File: src/rtl/noise_injector_if.sv
// -----------------------------------------------------------------------------
// noise_injector_if
// Purpose : groups the sample-stream, control and BRAM-write signals of the
//           noise injector into one bundle.
// Signals : start     - single-cycle frame start request
//           switches  - [3] noise enable, [2:0] amplitude k
//           in_valid  - upstream sample valid
//           in_data   - clean sample (unsigned offset-binary)
//           in_ready  - block accepts a sample this cycle
//           bram_we   - BRAM write strobe
//           bram_addr - BRAM write address
//           bram_wdata- distorted sample to store
//           busy/done - frame running / frame complete
//           sat_count - clamped samples in the current frame
// Modports: slave  - the noise injector itself
//           master - whatever drives the stream and consumes the writes
// -----------------------------------------------------------------------------
interface noise_injector_if #(
  parameter int DATA_W = 8,
  parameter int ADDR_W = 10
);
  logic              start;
  logic [3:0]        switches;
  logic              in_valid;
  logic [DATA_W-1:0] in_data;
  logic              in_ready;
  logic              bram_we;
  logic [ADDR_W-1:0] bram_addr;
  logic [DATA_W-1:0] bram_wdata;
  logic              busy;
  logic              done;
  logic [ADDR_W:0]   sat_count;

  modport slave (
    input  start, switches, in_valid, in_data,
    output in_ready, bram_we, bram_addr, bram_wdata, busy, done, sat_count
  );

  modport master (
    output start, switches, in_valid, in_data,
    input  in_ready, bram_we, bram_addr, bram_wdata, busy, done, sat_count
  );
endinterface

File: src/rtl/noise_injector.sv
// -----------------------------------------------------------------------------
// noise_injector
// Purpose : takes one frame of DEPTH audio samples, adds LFSR-derived noise of
//           selectable amplitude, saturates to the sample range and writes each
//           result to a BRAM one cycle after the sample is accepted.
// Ports   : clk  - single clock, rising edge
//           rst  - asynchronous active-high reset
//           bus  - noise_injector_if.slave (stream in, BRAM write out, status)
// -----------------------------------------------------------------------------
module noise_injector #(
  parameter int          DATA_W = 8,
  parameter int          DEPTH  = 1024,
  parameter int          ADDR_W = 10,
  parameter logic [15:0] SEED   = 16'hACE1
) (
  input  logic             clk,
  input  logic             rst,
  noise_injector_if.slave  bus
);

  typedef enum logic [1:0] {S_IDLE, S_RUN, S_DONE} state_t;

  state_t            state_q, state_d;
  logic [ADDR_W-1:0] idx_q, idx_d;
  logic [15:0]       lfsr_q, lfsr_d;
  logic [ADDR_W:0]   sat_q, sat_d;
  logic              we_q, we_d;
  logic [ADDR_W-1:0] addr_q, addr_d;
  logic [DATA_W-1:0] wdata_q, wdata_d;

  logic              accept;
  logic              last_sample;
  logic [15:0]       lfsr_step;
  logic [2:0]        shamt;
  logic signed [7:0] noise;
  logic [DATA_W+1:0] noise_ext;
  logic [DATA_W+1:0] sum;
  logic              sum_neg;
  logic              sum_over;
  logic [DATA_W-1:0] clamped;

  assign accept      = (state_q == S_RUN) && bus.in_valid;
  assign last_sample = (idx_q == ADDR_W'(DEPTH - 1));

  // Galois form, right shift: feedback bit is the outgoing LSB, folded into
  // the tap positions 16,14,13,11 -> mask 0xB400.
  assign lfsr_step = {1'b0, lfsr_q[15:1]} ^ (lfsr_q[0] ? 16'hB400 : 16'h0000);

  // Amplitude k keeps the top k+1 bits of the signed byte.
  assign shamt = 3'd7 - bus.switches[2:0];
  assign noise = bus.switches[3] ? ($signed(lfsr_q[7:0]) >>> shamt) : 8'sd0;

  // Two guard bits: the top bit flags an underflow, the next an overflow.
  assign noise_ext = {{(DATA_W-6){noise[7]}}, noise};
  assign sum       = {2'b00, bus.in_data} + noise_ext;
  assign sum_neg   = sum[DATA_W+1];
  assign sum_over  = !sum_neg && sum[DATA_W];

  always_comb begin
    clamped = sum[DATA_W-1:0];
    if (sum_neg)       clamped = '0;
    else if (sum_over) clamped = '1;
  end

  always_comb begin
    state_d = state_q;
    idx_d   = idx_q;
    lfsr_d  = lfsr_q;
    sat_d   = sat_q;
    we_d    = 1'b0;
    addr_d  = addr_q;
    wdata_d = wdata_q;
    case (state_q)
      S_IDLE, S_DONE: begin
        if (bus.start) begin
          state_d = S_RUN;
          idx_d   = '0;
          lfsr_d  = SEED;
          sat_d   = '0;
        end
      end
      S_RUN: begin
        if (accept) begin
          we_d    = 1'b1;
          addr_d  = idx_q;
          wdata_d = clamped;
          lfsr_d  = lfsr_step;
          if (sum_neg || sum_over) sat_d = sat_q + (ADDR_W+1)'(1);
          // The index stays on DEPTH-1 at frame end so it never wraps.
          if (last_sample) state_d = S_DONE;
          else             idx_d   = idx_q + ADDR_W'(1);
        end
      end
      default: state_d = S_IDLE;
    endcase
  end

  always_ff @(posedge clk or posedge rst) begin
    if (rst) begin
      state_q <= S_IDLE;
      idx_q   <= '0;
      lfsr_q  <= SEED;
      sat_q   <= '0;
      we_q    <= 1'b0;
      addr_q  <= '0;
      wdata_q <= '0;
    end else begin
      state_q <= state_d;
      idx_q   <= idx_d;
      lfsr_q  <= lfsr_d;
      sat_q   <= sat_d;
      we_q    <= we_d;
      addr_q  <= addr_d;
      wdata_q <= wdata_d;
    end
  end

  assign bus.in_ready   = (state_q == S_RUN);
  assign bus.busy       = (state_q == S_RUN);
  assign bus.done       = (state_q == S_DONE);
  assign bus.bram_we    = we_q;
  assign bus.bram_addr  = addr_q;
  assign bus.bram_wdata = wdata_q;
  assign bus.sat_count  = sat_q;

endmodule

File: src/flat_wrapper.sv
// flat-port wrapper written by rule: the top's interface ports become plain ports
module noise_injector_flat 
#(
  parameter int          DATA_W = 8,
  parameter int          DEPTH  = 1024,
  parameter int          ADDR_W = 10,
  parameter logic [15:0] SEED   = 16'hACE1
)
  (clk, rst, bus_start, bus_switches, bus_in_valid, bus_in_data, bus_in_ready, bus_bram_we, bus_bram_addr, bus_bram_wdata, bus_busy, bus_done, bus_sat_count);
  noise_injector_if #(.DATA_W(DATA_W), .ADDR_W(ADDR_W)) bus_i ();
  input  logic clk;
  input  logic rst;
  input wire logic [$bits(bus_i.start)-1:0] bus_start;
  input wire logic [$bits(bus_i.switches)-1:0] bus_switches;
  input wire logic [$bits(bus_i.in_valid)-1:0] bus_in_valid;
  input wire logic [$bits(bus_i.in_data)-1:0] bus_in_data;
  output wire logic [$bits(bus_i.in_ready)-1:0] bus_in_ready;
  output wire logic [$bits(bus_i.bram_we)-1:0] bus_bram_we;
  output wire logic [$bits(bus_i.bram_addr)-1:0] bus_bram_addr;
  output wire logic [$bits(bus_i.bram_wdata)-1:0] bus_bram_wdata;
  output wire logic [$bits(bus_i.busy)-1:0] bus_busy;
  output wire logic [$bits(bus_i.done)-1:0] bus_done;
  output wire logic [$bits(bus_i.sat_count)-1:0] bus_sat_count;
  assign bus_i.start = bus_start;
  assign bus_i.switches = bus_switches;
  assign bus_i.in_valid = bus_in_valid;
  assign bus_i.in_data = bus_in_data;
  assign bus_in_ready = bus_i.in_ready;
  assign bus_bram_we = bus_i.bram_we;
  assign bus_bram_addr = bus_i.bram_addr;
  assign bus_bram_wdata = bus_i.bram_wdata;
  assign bus_busy = bus_i.busy;
  assign bus_done = bus_i.done;
  assign bus_sat_count = bus_i.sat_count;
  noise_injector #(.DATA_W(DATA_W), .DEPTH(DEPTH), .ADDR_W(ADDR_W), .SEED(SEED)) u_core (.clk(clk), .rst(rst), .bus(bus_i));
endmodule
File: config.mk
export PLATFORM = sky130hd
export DESIGN_NAME = noise_injector_flat
export DESIGN_NICKNAME = d
export VERILOG_FILES = /design/src/rtl/noise_injector_if.sv /design/src/rtl/noise_injector.sv /design/src/flat_wrapper.sv
export SDC_FILE = /design/constraint.sdc
export NUM_CORES = 1
export LEC_CHECK = 0
export BUFFER_PORTS_ARGS = -buffer_cell sky130_fd_sc_hd__clkbuf_2
export CAP_MARGIN = 20
export CORE_ASPECT_RATIO = 0.5
export CORE_UTILIZATION = 55
export DETAILED_ROUTE_END_ITERATION = 8
export PLACE_DENSITY = 0.88
export SLEW_MARGIN = 30
export SYNTH_ARGS = -nofsm -noshare
export SYNTH_HDL_FRONTEND = slang
export SYNTH_SLANG_ARGS = --single-unit
File: constraint.sdc
create_clock -name clk -period 5.7 [get_ports clk]
set_input_delay 0.285 -clock clk [delete_from_list [all_inputs] [get_ports clk]]
set_output_delay 0.285 -clock clk [all_outputs]
set_load 0.05 [all_outputs]
-- Word level (Yosys, flattened, before mapping)
Cells that the tools add are included.
- add/subtract/negate cells: 4
- $mul: 0
- divide/modulo/power cells: 0
- magnitude comparators: 0
- eq/ne operators: 8
- shift operators: 1
- multiplexer cells: 21
- bitwise gates (word level): 1
- reduce and logical (&&, ||, !) cells: 12
- operators with widths (kind ; number):
    two-way mux 16 bit ; 3
    two-way mux 11 bit ; 3
    one-hot mux 16 bit (2 select lines) ; 1
    two-way mux 10 bit ; 3
    two-way mux 8 bit ; 3
    one-hot mux 11 bit (2 select lines) ; 1
    one-hot mux 10 bit (2 select lines) ; 1
    bitwise XOR 15 x 16 -> 16 bit ; 1
    adder 11 x 1 -> 11 bit, second input constant ; 1
    adder 10 x 1 -> 10 bit, second input constant ; 1
    adder 9 x 8 -> 10 bit ; 1
    equality test 10 bit, second input constant ; 1
    AND reduction 4 bit ; 2
    >>> shifter 8 x 3 -> 8 bit ; 1
    two-way mux 2 bit ; 3
    inequality test 2 x 1 -> 1 bit, second input constant ; 3
    AND reduction 3 bit ; 2
    inequality test 2 bit, second input constant ; 2
    one-hot mux 2 bit (2 select lines) ; 1
    subtractor 3 bit, first input constant ; 1
    equality test 2 x 1 -> 1 bit, second input constant ; 1
    equality test 2 bit, second input constant ; 1
    logical AND 1 bit ; 2
    logical NOT 2 bit ; 1
    other kinds (6) ; 7
- register bits: 58
- bits in latches: 0
- bits in writable memories: 0
- bits in read-only memories: 0
- input bits: 16
- output and inout bits: 33
- word-level logic and storage cells: 54
- memories kept: 0

-- Depth between registers and ports, before layout
- depth after elaboration: 10
- gate-level depth with buffers: 13
- gate-level depth less buffers: 12

-- Worst setup path before layout
Ideal clock, no wire load.
- path kind: input to register
- start point: input bus_switches[1]
- end point: register u_core.sat_q[0], in the netlist u_core.bus.sat_count[0]
- setup time: 0.125 ns
- arrival time: 3.330 ns
- required time: 5.575 ns
- path slack: 2.245 ns
- cell stages on the path: 13
- path buffers: 1
- cells stage by stage: clkbuf_1 > mux2_2 > nand2_1 > o31ai_1 > o211a_1 > ha_1 > fa_1 > a211oi_1 > nor3_1 > o22ai_1 > mux2i_2 > o21ai_2 > mux2_2
- longest elaborated chain between the ends: 9
- ends and longest elaborated chain (element ; line ; RTL):
    from (decl) ; flat_wrapper.sv:14 ; input wire logic [$bits(bus_i.switches)-1:0] bus_switches;
    subtractor 3 bit (*) ; noise_injector.sv:50 ; assign shamt = 3'd7 - bus.switches[2:0];
    >>> shifter 8 x 3 -> 8 bit (*) ; noise_injector.sv:51 ; assign noise = bus.switches[3] ? ($signed(lfsr_q[7:0]) >>> shamt) : 8'sd0;
    two-way mux 8 bit (*) ; noise_injector.sv:51 ;
    adder 9 x 8 -> 10 bit (*) ; noise_injector.sv:55 ; assign sum = {2'b00, bus.in_data} + noise_ext;
    logical NOT 1 bit ; noise_injector.sv:57 ; assign sum_over = !sum_neg && sum[DATA_W];
    logical AND 1 bit ; noise_injector.sv:57 ;
    logical OR 1 bit (*) ; noise_injector.sv:88 ; if (sum_neg || sum_over) sat_d = sat_q + (ADDR_W+1)'(1);
    inequality test 2 x 1 -> 1 bit (no line) (*) ; n/a ;
    AND reduction 4 bit (no line) (*) ; n/a ;
    to (signal assigned) ; noise_injector.sv:111 ; sat_q <= sat_d;
    to (decl) ; noise_injector.sv:26 ; logic [ADDR_W:0] sat_q, sat_d;
Every way passes the cells marked *; elsewhere a longest branch is shown, timed or not.
A chain may end at the register's enable or synchronous reset.

-- Worst setup path in the final report
- start point: register u_core.lfsr_q[4]
- end point: register u_core.sat_q[0], in the netlist u_core.bus.sat_count[0]
- longest elaborated chain between the ends: 8
- ends and longest elaborated chain (element ; line ; RTL):
    from (decl) ; noise_injector.sv:25 ; logic [15:0] lfsr_q, lfsr_d;
    from (signal assigned) ; noise_injector.sv:110 ; lfsr_q <= lfsr_d;
    >>> shifter 8 x 3 -> 8 bit (*) ; noise_injector.sv:51 ;
    two-way mux 8 bit (*) ; noise_injector.sv:51 ;
    adder 9 x 8 -> 10 bit (*) ; noise_injector.sv:55 ;
    logical NOT 1 bit ; noise_injector.sv:57 ;
    logical AND 1 bit ; noise_injector.sv:57 ;
    logical OR 1 bit (*) ; noise_injector.sv:88 ;
    inequality test 2 x 1 -> 1 bit (no line) (*) ; n/a ;
    AND reduction 4 bit (no line) (*) ; n/a ;
Marks and branches as above.

==> results.json <==
{
  "crit_type": "reg -> reg",
  "cts_setup_buffers": 0,
  "crit_path_end_kind": "flip-flop",
  "fin_tns_setup_ps": 0,
  "cts_tree": "yes",
  "grt_antenna_before_repair": 0,
  "synth_top_cell_area_share_pct": 38.2,
  "worst_slew_pin_slew_ps": 740,
  "cts_resized": 0,
  "root_buffer": "clkbuf_16",
  "layout-drive-gt1-share_pct": 21.0,
  "yosys_warnings": 0,
  "synth_nets": 394,
  "portBuffers": 48,
  "drtIter0Drc": 171,
  "core.rowCount": 19,
  "fin_ws_ps": 2160,
  "via_per_inst": 5.69,
  "core_um2": 5610,
  "place.gp.congestion": 0.858,
  "design.die.area_um2": 6280,
  "ys_seq_area_share_pct": 44.6,
  "worst_skew_pair.late_latency_ps": 330,
  "initial_core_util_pct": 58.3,
  "yosys.area.top_type": "dfrtp_1",
  "final_nets": 438,
  "cts_buffers": 9,
  "first_global_vias": 2569,
  "async_flop_share_pct": 100,
  "grt-ovfl-total": 0,
  "ys_ff_latch": 58,
  "hold_buffers": 0,
  "layout_min_cycle_time_ps": 3540,
  "hp-class": "in -> async",
  "area_growth_pct": 19.1,
  "slew_headroom_pct": 50.6,
  "cp.required_ps": 5910,
  "drc": 5,
  "grt_pass1_wl_mm": 12.2,
  "p_per_area_nw_per_um2": 515,
  "finalHoldViolCount": 0,
  "routed_wl_mm": 7.09,
  "synth_area_per_cell_um2": 8.94,
  "fin_total_pwr_mw": 2.01,
  "fin_skew_ps": 5.83,
  "vias": 2777,
  "pin_count": 49,
  "clk_pin_slew_worst_paths_ps": 50,
  "htreeDepth": 3,
  "synth_area_leaders": "dfrtp_1 (38%), nand2_1 (7.8%), dfstp_2 (6.4%), nor2_1 (4.9%), ha_1 (4.2%)",
  "dp_hpwl_mm": 4.76,
  "die_height_um": 56.6,
  "outcome": "complete, but fails checks",
  "cp_max_fo": 7,
  "antenna_cells": 0,
  "synth_edf_count": 0,
  "synth_area_um2": 3270,
  "maxCapViolCount": 0,
  "finalInstanceArea_um2": 3900,
  "cp.arrival_ps": 3760,
  "rsz0062_at_grt": "false",
  "clock_path_buffers": 2,
  "synthDistinctLibCells": 48,
  "p_leak_nw": 1.93,
  "cp-start-kind": "flip-flop",
  "grt_max_degree": 59,
  "period_share_pct": 62.2,
  "dr.pass1.iters": 6,
  "slew_violations": 0,
  "reg2reg_setup_slack_ps": 2160,
  "grt_usage_pct": 24.7,
  "die_w_um": 111,
  "wl_per_cell_um": 14.5,
  "synthCells": 366,
  "setup_violations": 0,
  "placed_area_um2": 3550,
  "peakVddDrop_mv": 0.244,
  "synthFlopType": "dfrtp_1",
  "clock.fmax_ghz": 0.282,
  "place_ws_ps": 2030,
  "cts_sinks": 58,
  "ant_nets": 0,
  "violations": "DRC"
}
==> Yosys cell counts, types with 8 or more instances <==
cell,count
xor2_1,10
ha_1,11
dfrtp_1,50
inv_1,10
dfstp_2,8
o21ai_0,20
nand2_1,68
clkbuf_1,12
xnor2_1,8
nor2_1,43
nor3_1,8
a21o_1,8
nand3_1,18
a21oi_1,13
==> per-layer routing <==
| metal | global-route usage [%] | share of wire (%) | up-vias |
|---|---|---|---|
| met5 | 0 | 0 | - |
| met4 | 9.07 | 1.5 | 0 |
| met3 | 6.48 | 6.7 | 17 |
| met2 | 37.6 | 45 | 100 |
| met1 | 34.4 | 47 | 1295 |
| li1 | - | - | 1365 |
==> power by group <==
part	switching [mW]	total [mW]	internal (mW)
logic	0.495	0.721	0.226
clock network	0.179	0.619	0.439
registers	0.121	0.668	0.547
==> layout make-up <==
type,count,area (um^2)
fill,406,1710
inverter,10,37.5
multi-input combinational,281,1710
clock buffer,12,246
timing repair buffer,50,255
tap,73,91.3
sequential,58,1460
clock inverter,4,98.8
==> kinds of logic after synthesis <==
kind of cell / Yosys count / share of synthesized area (%)
simple gates: 164 / 22.4
compound gates: 76 / 16.3
flops: 58 / 44.6
buf+inv: 27 / 3.25
xor+xnor: 18 / 4.82
fa+ha+maj: 12 / 4.82
mux: 11 / 3.75
==> through the flow <==
step,std cells,hold WS (ps),utilization (%)
2_1_floorplan,366,418,-
3_3_place_gp,472,456,63.3
3_5_place_dp,472,464,63.3
4_1_cts,488,168,69.5
5_1_grt,488,212,69.5
6_report,488,138,69.5
==> flip-flops by register name, indices dropped and copies added, names as in the netlist <==
| register | count |
|---|---|
| u_core.bus.bram_addr | 10 |
| u_core.state_q | 2 |
| u_core.bus.bram_we | 1 |
| u_core.idx_q | 10 |
| u_core.bus.sat_count | 11 |
| u_core.lfsr_q | 16 |
| u_core.bus.bram_wdata | 8 |
==> path summary, 6_finish.rpt <==
kind / cells past startpoint / end / startpoint
worst max-delay path: 12 / u_core.bus.sat_count[0]$_DFFE_PP0P_ / u_core.lfsr_q[4]$_DFFE_PP0P_
worst max register to register: 12 / u_core.bus.sat_count[0]$_DFFE_PP0P_ / u_core.lfsr_q[4]$_DFFE_PP0P_
max in group asynchronous: 3 / u_core.bus.sat_count[10]$_DFFE_PP0P_ / rst
worst min-delay path: 3 / u_core.bus.bram_addr[3]$_DFFE_PP0P_ / rst
worst min register to register: 2 / u_core.bus.bram_addr[6]$_DFFE_PP0P_ / u_core.bus.bram_addr[6]$_DFFE_PP0P_
min in group clk: 3 / u_core.state_q[0]$_DFFE_PP0P_ / bus_start
==> worst max-delay path: stages (launching register included) <==
cell and delay (ps):
dfrtp_1 420, mux2_2 290, nand2_1 70, o31ai_1 80, o211a_1 220, ha_1 200
fa_1 420, a211oi_1 280, nor3_1 90, o22ai_1 410, mux2i_2 440, o21ai_2 190
mux2_2 320
==> layout by cell type (no fill, tap or decap), drive strengths merged, types with 2 or more instances in the layout <==
cell and n:
a211oi 4, a21boi 3, a21o 8, a21oi 13, a31oi 7, and3 6
and4 3, buf 2, bufinv 3, clkbuf 60, dfrtp 50, dfstp 8
ha 11, inv 10, mux2 4, mux2i 7, nand2 68, nand2b 4
nand3 18, nand4 6, nor2 43, nor2b 5, nor3 8, o211a 3
o21ai 22, o31ai 2, o41ai 6, xnor2 8, xor2 10
Power figures use the tool's default switching activity.
